### config.mk
export PLATFORM = sky130hd
export DESIGN_NAME = term_writer
export DESIGN_NICKNAME = d
export VERILOG_FILES = /design/src/rtl/term_writer.sv
export SDC_FILE = /design/constraint.sdc
export NUM_CORES = 1
export LEC_CHECK = 0
export CORE_MARGIN = 8
export CORE_UTILIZATION = 50
export DETAILED_ROUTE_END_ITERATION = 12
export GPL_TIMING_DRIVEN = 0
export PLACE_DENSITY_LB_ADDON = 0.05
export SYNTH_ARGS = -nofsm -noshare
export SYNTH_HDL_FRONTEND = slang
export SYNTH_SLANG_ARGS = --single-unit
### constraint.sdc
create_clock -name clk -period 2.85 [get_ports clk]
set_clock_uncertainty 0.05 [all_clocks]
set_input_delay 0.57 -clock clk [delete_from_list [all_inputs] [get_ports clk]]
set_output_delay 0.57 -clock clk [all_outputs]
set_load 0.005 [all_outputs]
### src/rtl/term_writer.sv
// Byte-stream to strobe initiator for the VGA character terminal.
// Decodes cursor control codes and keeps a shadow of the terminal cursor.
//
//  state  | meaning
//  -------+----------------------------------------------------------
//  S_HOME | after reset: rstb 0x00 then cstb 0x00
//  S_IDLE | ready for a byte
//  S_XFER | single strobe transaction (SETUP/HIGH/HOLD phases)
//  S_SEQ  | multi-transaction sequence (BS or FF)
module term_writer #(
    parameter int SETUP = 1,
    parameter int PULSE = 2,
    parameter int HOLD  = 1
) (
    input  logic       clk,
    input  logic       reset,
    input  logic [7:0] in_data,
    input  logic       in_valid,
    output logic       in_ready,
    output logic [7:0] data,
    output logic       dstb,
    output logic       rstb,
    output logic       cstb,
    output logic [4:0] row,
    output logic [6:0] col,
    output logic       busy
);

    localparam logic [1:0] S_HOME = 2'd0;
    localparam logic [1:0] S_IDLE = 2'd1;
    localparam logic [1:0] S_XFER = 2'd2;
    localparam logic [1:0] S_SEQ  = 2'd3;

    localparam logic [1:0] P_SETUP = 2'd0;
    localparam logic [1:0] P_HIGH  = 2'd1;
    localparam logic [1:0] P_HOLD  = 2'd2;

    localparam logic [1:0] K_D = 2'd0;
    localparam logic [1:0] K_R = 2'd1;
    localparam logic [1:0] K_C = 2'd2;

    localparam logic [7:0]  SETUP_LD = 8'(SETUP - 1);
    localparam logic [7:0]  PULSE_LD = 8'(PULSE - 1);
    localparam logic [7:0]  HOLD_LD  = 8'(HOLD - 1);
    localparam logic [11:0] FF_LAST  = 12'd2399;

    logic [1:0]  state, nxt_state;
    logic [1:0]  phase;
    logic [7:0]  cnt;
    logic [1:0]  kind;
    logic [7:0]  data_q;
    logic [4:0]  row_q;
    logic [6:0]  col_q;
    logic [1:0]  step, nxt_step;
    logic        seq_ff, nxt_seq_ff;
    logic [6:0]  bs_col, nxt_bs_col;
    logic [11:0] ff_cnt, nxt_ff_cnt;

    logic        ld;
    logic [1:0]  ld_kind;
    logic [7:0]  ld_data;
    logic        hold_done;
    logic [4:0]  row_inc;
    logic [7:0]  tab_sum, tab_col;
    logic [6:0]  col_dec;

    assign hold_done = (phase == P_HOLD) && (cnt == 8'd0);
    assign row_inc   = (row_q < 5'd29) ? row_q + 5'd1 : 5'd0;
    assign tab_sum   = {1'b0, col_q | 7'd7} + 8'd1;
    assign tab_col   = (tab_sum > 8'd79) ? 8'd79 : tab_sum;
    assign col_dec   = col_q - 7'd1;

    // Next transaction loads either on accept or in the final HOLD cycle of the previous one.
    always_comb begin
        nxt_state  = state;
        nxt_step   = step;
        nxt_seq_ff = seq_ff;
        nxt_bs_col = bs_col;
        nxt_ff_cnt = ff_cnt;
        ld         = 1'b0;
        ld_kind    = K_D;
        ld_data    = 8'h00;
        case (state)
            S_IDLE: begin
                if (in_valid) begin
                    case (in_data)
                        8'h0D: begin ld = 1'b1; ld_kind = K_C; nxt_state = S_XFER; end
                        8'h0A: begin
                            ld = 1'b1; ld_kind = K_R; ld_data = {3'b000, row_inc};
                            nxt_state = S_XFER;
                        end
                        8'h09: begin ld = 1'b1; ld_kind = K_C; ld_data = tab_col; nxt_state = S_XFER; end
                        8'h08: begin
                            if (col_q != 7'd0) begin
                                ld = 1'b1; ld_kind = K_C; ld_data = {1'b0, col_dec};
                                nxt_state = S_SEQ; nxt_step = 2'd0; nxt_seq_ff = 1'b0;
                                nxt_bs_col = col_dec;
                            end
                        end
                        8'h0C: begin
                            ld = 1'b1; ld_kind = K_R;
                            nxt_state = S_SEQ; nxt_step = 2'd0; nxt_seq_ff = 1'b1;
                        end
                        default: begin ld = 1'b1; ld_kind = K_D; ld_data = in_data; nxt_state = S_XFER; end
                    endcase
                end
            end
            S_HOME: begin
                if (hold_done) begin
                    if (step == 2'd0) begin
                        ld = 1'b1; ld_kind = K_C; nxt_step = 2'd1;
                    end else begin
                        nxt_state = S_IDLE;
                    end
                end
            end
            S_XFER: begin
                if (hold_done) nxt_state = S_IDLE;
            end
            default: begin
                if (hold_done) begin
                    case (step)
                        2'd0: begin
                            ld = 1'b1; nxt_step = 2'd1;
                            ld_kind = seq_ff ? K_C : K_D;
                            ld_data = seq_ff ? 8'h00 : 8'h20;
                        end
                        2'd1: begin
                            ld = 1'b1; nxt_step = 2'd2;
                            ld_kind = seq_ff ? K_D : K_C;
                            ld_data = seq_ff ? 8'h20 : {1'b0, bs_col};
                            nxt_ff_cnt = FF_LAST;
                        end
                        default: begin
                            if (seq_ff && ff_cnt != 12'd0) begin
                                ld = 1'b1; ld_kind = K_D; ld_data = 8'h20;
                                nxt_ff_cnt = ff_cnt - 12'd1;
                            end else begin
                                nxt_state = S_IDLE;
                            end
                        end
                    endcase
                end
            end
        endcase
    end

    always_ff @(posedge clk) begin
        if (reset) begin
            state  <= S_HOME;
            step   <= 2'd0;
            phase  <= P_SETUP;
            cnt    <= SETUP_LD;
            kind   <= K_R;
            data_q <= 8'h00;
            row_q  <= 5'd0;
            col_q  <= 7'd0;
            seq_ff <= 1'b0;
            bs_col <= 7'd0;
            ff_cnt <= 12'd0;
        end else begin
            state  <= nxt_state;
            step   <= nxt_step;
            seq_ff <= nxt_seq_ff;
            bs_col <= nxt_bs_col;
            ff_cnt <= nxt_ff_cnt;
            if (ld) begin
                phase  <= P_SETUP;
                cnt    <= SETUP_LD;
                kind   <= ld_kind;
                data_q <= ld_data;
            end else if (state != S_IDLE) begin
                if (cnt != 8'd0) begin
                    cnt <= cnt - 8'd1;
                end else begin
                    case (phase)
                        P_SETUP: begin
                            phase <= P_HIGH;
                            cnt   <= PULSE_LD;
                        end
                        P_HIGH: begin
                            phase <= P_HOLD;
                            cnt   <= HOLD_LD;
                            // Shadow cursor follows the terminal latching on the falling strobe.
                            case (kind)
                                K_D: begin
                                    if (col_q == 7'd79) begin
                                        col_q <= 7'd0;
                                        row_q <= row_inc;
                                    end else begin
                                        col_q <= col_q + 7'd1;
                                    end
                                end
                                K_R:     row_q <= data_q[4:0];
                                K_C:     col_q <= data_q[6:0];
                                default: ;
                            endcase
                        end
                        default: ;
                    endcase
                end
            end
        end
    end

    // Reset forces the bus quiet in the very cycle it is asserted.
    always_comb begin
        in_ready = !reset && (state == S_IDLE);
        busy     = reset || (state != S_IDLE);
        dstb     = !reset && (state != S_IDLE) && (phase == P_HIGH) && (kind == K_D);
        rstb     = !reset && (state != S_IDLE) && (phase == P_HIGH) && (kind == K_R);
        cstb     = !reset && (state != S_IDLE) && (phase == P_HIGH) && (kind == K_C);
        data     = reset ? 8'h00 : data_q;
        row      = reset ? 5'd0 : row_q;
        col      = reset ? 7'd0 : col_q;
    end

endmodule

# Word level (Yosys, flattened, before mapping)
# Cells that the tools add are included.
[classes]
addsub = 6
n_lt_le_gt_ge = 2
n_eq_ne = 25
n_mux = 62
n_bitwise = 5
n_reduce_logical = 42
[op_table]
columns = ["op", "n"]
rows = [
  ["$eq A8 B4 Y1 const B", 5],
  ["$mux W2", 20],
  ["$mux W7", 5],
  ["$mux W8", 4],
  ["$pmux W8 S2", 2],
  ["$pmux W8 S4", 1],
  ["$pmux W7 S2", 2],
  ["$pmux W12 S2", 1],
  ["$pmux W2 S3", 4],
  ["$pmux W2 S2", 5],
  ["$reduce_and A8 Y1", 2],
  ["$mux W5", 3],
  ["$ne A2 B2 Y1 const B", 7],
  ["$mux W12", 1],
  ["$mux W6", 2],
  ["$reduce_and A4 Y1", 3],
  ["$reduce_bool A12 Y1", 1],
  ["$reduce_bool A2 Y1", 6],
  ["$reduce_or A2 Y1", 6],
  ["$sub A12 B1 Y12 const B", 1],
  ["$pmux W5 S2", 1],
  ["$mux W1", 9],
  ["$add A7 B1 Y8 const B", 1],
  ["$eq A2 B1 Y1 const B", 4],
  ["other kinds (28)", 46],
]
[totals]
reg_bits = 56
in_bits = 11
output_inout_bits = 25
elab_cells = 153

# Longest topological paths before layout
[logic_depth]
depth_word = 8
mapped_depth = 11

# Least setup slack after synthesis
# OpenSTA, ideal clock, no wires.
[synth_path]
path_kind = "input -> register"
from = "in in_data[0]"
to = "reg data_q[0]"
setup_ns = 0.091
t_arrival_ns = 2.275
required_ns = 2.709
path_slack_ns = 0.434
cell_stages = 8
cell_sequence = "clkbuf_1 > nor4b_2 > nor4bb_1 > nor2_1 > a21o_1 > buf_2 > buf_6 > a311oi_1"
[synth_between]
elab_chain_len = 5
word_cells_on_any_way = 12
classes_between = "eq/ne: 5; mux: 6; reduce/logical: 1"
[synth_lines]
columns = ["item", "line_no", "rtl"]
rows = [
  ["start, declared", "17", "input logic [7:0] in_data,"],
  ["$eq A8 B4 Y1", "86", "case (in_data)"],
  ["$reduce_or A2 Y1 (no line)", "n/a", ""],
  ["$pmux W8 S4", "86", ""],
  ["$mux W8", "85", "if (in_valid) begin"],
  ["$pmux W8 S2", "83", "case (state)"],
  ["end signal, assigned", "171", "data_q <= ld_data;"],
  ["end, declared", "51", "logic [7:0] data_q;"],
]
# Parallel ways exist; a longest one is shown, timed or not.
# A chain may end at the register's enable or synchronous reset.

# Final worst setup path
[layout_path]
from = "reg state[1]"
to = "out cstb"
[layout_between]
elab_chain_len = 4
[layout_lines]
columns = ["item", "line_no", "rtl"]
rows = [
  ["start, declared", "47", "logic [1:0] state, nxt_state;"],
  ["start signal, assigned", "162", "state <= nxt_state;"],
  ["$ne A2 B1 Y1", "212", "cstb = !reset && (state != S_IDLE) && (phase == P_HIGH) && (kind == K_C);"],
  ["$logic_and A1 B1 Y1 (3 in a row)", "212", ""],
  ["end, declared", "23", "output logic cstb,"],
]
# No other way between the ends.

==> metrics.yaml <==
status: "completed"
cp.arrival_ps: 2120
drt_first_pass_iters: 5
worst-path-buf-inv: 2
crit_path_top_delay_cell: "clkdlybuf4s50_1"
p_leak_uw: 0.001513
cts_resized: 13
core_um2: 7214
seq_area_um2: 1122
grt_pass1_wl_um: 16650
drive_gt1_frac: 0.07514
power_uw: 1922
critPathLaunchType: "flip-flop"
postCtsHoldBufs: 0
syn_inst: 478
ant_nets: 0
fmax_ghz: 0.3652
pin_count: 36
syn-num-nets: 502
holdCritPathClass: "reg -> reg"
placed_area_um2: 4153
cp-end-kind: "output port"
viasPerCell: 5.754
synth_warnings: 0
final_common_cell: "nor2_1"
drc_errors: 0
fin_util: 0.5964
grt.total_usage: 0.2015
fp.dieH_um: 102.0
placedCellCount: 610
grt_pass1_vias: 3350
start_util: 0.5127
crit_type: "reg -> out"
finalSetupViolCount: 0
rows: 31
vias: 3556
ys_ff_latch: 56
required_ps: 2230
synth_largest_area_cell: "dfxtp_1"
cts_max_level: 2
finalCritPeriodShare: 0.9609
rsz0062_at_grt: "false"
ys_async_sr_fraction: 0
max_cap_viol_count: 0
hold_ws_ps: 405.5
cts_buffers: 5
cts_setup_buffers: 0
peakVddDrop_v: 0.0002341
synth_area_leaders: "dfxtp_1 (30%), nor2_1 (7.2%), ha_1 (4.4%)"
pwr-share-comb: 0.279
max_slew_margin: 0.5254
swShare: 0.3375
fin_area_um2: 4303
synth_top_flop_cell: "dfxtp_1"
multi_input_area_um2: 2429
synthToLayoutAreaGrowth_pct: 16.34
p_int_uw: 1274
ys_types: 66
layout_min_cycle_time_ps: 2739
clkPwrFrac: 0.236
hpwl_um: 7664
cts_buffer_depth: 2
cts.clk_slew.worst_paths_ps: 100
cpPeakStageDelay_ps: 540
avgSynthCellArea_um2: 7.738
grt_remaining_overflow: 0
drt-total-wl_um: 10290
synthesis.area_um2: 3699
antenna_cells: 0
place.port_buffers: 33
antenna_found_initial: 0
dieArea_um2: 10410
cellPowerDensity_nw_per_um2: 446.8
clockRootBuffer: "clkbuf_8"
ys_seq_area_frac: 0.3031
hold_viol: 0
tightest_slew_ps: 712.0
path_max_fanout: 5
drtIter0Drc: 215
p_switching_uw: 648.7
synth-edff-count: 0
gp_congestion: 0.9234
crit_chain: "inv_1, ha_1, nor2_1, nand2_2, nor3_1, clkdlybuf4s50_1"
cts.sinks: 56
layout.cells.non_filler: 618
cts_tree: "built"
nets: 542
seqPwrFrac: 0.485
layout_common_cells: "nor2_1 (70), dfxtp_1 (55), nand2_1 (36), clkdlybuf4s50_1 (31), nor2b_1 (26)"
clock_latency_ps: 320
wl_per_cell_um: 16.65
cp_top_family: "buffers and inverters"
synth.top_cell.area_share: 0.3031
slew_violations: 0
fillers: 707
grt_max_degree: 18
chipWidth_um: 102.0
[Yosys cell counts (all sizes together) (2+ instances only)]
library cell / number
nor2: 71
dfxtp: 56
nand2: 37
a21oi: 26
nor2b: 26
inv: 20
clkbuf: 18
o21ai: 18
nand3: 16
xnor2: 16
nor3: 14
ha: 13
mux2i: 12
a211oi: 11
buf: 9
xor2: 9
a31oi: 6
nand2b: 6
nor4: 6
o22ai: 6
or3: 6
or4: 6
a311oi: 5
nand4: 5
nor3b: 5
o221ai: 4
a21o: 3
a22oi: 3
and2: 3
and3: 3
nor4b: 3
o211ai: 3
a211o: 2
a221o: 2
a41oi: 2
and4b: 2
nand3b: 2
o2111ai: 2
o311ai: 2
o41ai: 2
or2: 2
[logic make-up (layout without fill, tap and decap cells)]
group,count (synthesis),count (layout),share of synthesized area
AND/OR/NAND/NOR,217,217,0.3055
AO/OA/AOI/OAI,107,107,0.1999
flip-flops,56,56,0.3031
buffers and inverters,47,88,0.05277
XOR/XNOR,25,25,0.05920
adder cells (fa/ha/maj),13,13,0.04398
multiplexers,13,13,0.03552
[power groups by stage]
stage	logic, uW	clock network [uW]	registers (uW)
6_report	537	453	932
5_1_grt	596	488	940
4_1_cts	531	460	929
3_5_place_dp	522	0	945
3_3_place_gp	514	0	943
2_1_floorplan	410	0	928
[cell type report]
| class | instances | area share |
|---|---|---|
| Tap cell | 99 | 0.02879 |
| Sequential cell | 56 | 0.2608 |
| Multi-Input combinational cell | 375 | 0.5644 |
| Clock inverter | 2 | 0.003199 |
| Clock buffer | 6 | 0.01687 |
| Timing Repair Buffer | 33 | 0.07618 |
| Inverter | 20 | 0.01745 |
| Buffer | 27 | 0.03228 |
[worst register-to-register path, delay by kind of cell, from the launching register on]
family,cells,cell delay (ps)
and+or+nand+nor,3,1300
DFF,1,430
AOI/OAI and AO/OA,3,750
[worst paths after layout]
| path | cells after the start | to | slack, ps | startpoint |
|---|---|---|---|---|
| max | 6 | cstb | 110 | state[1] |
| min | 2 | data_q[7] | 410 | data_q[7] |
| max reg2reg | 6 | data_q[3] | 210 | col_q[3] |
| min reg2reg | 2 | data_q[7] | 410 | data_q[7] |
[flip-flops by register name, indices dropped and copies added (netlist names), 2 cells and up]
signal	flops
kind	2
ff_cnt	12
row_q	5
state	2
data_q	8
col_q	7
cnt	8
step	2
phase	2
bs_col	7
[per-stage QoR]
step                      TNS, ps  worst slack (ps)
after global placement     -10940            -444.8
after floorplan                 0             434.1
after CTS                       0             11.83
final                           0             111.5
after global routing            0             16.64
after detailed placement   -11350            -436.4
[layer usage]
layer,vias to the layer above,wire (um),GRT usage
met4,0,146,0.05869
met2,89,4867,0.3408
met3,15,424,0.02929
met1,1656,4852,0.2577
met5,-,0,0
li1,1796,-,-
Power figures use the tool's default switching activity.
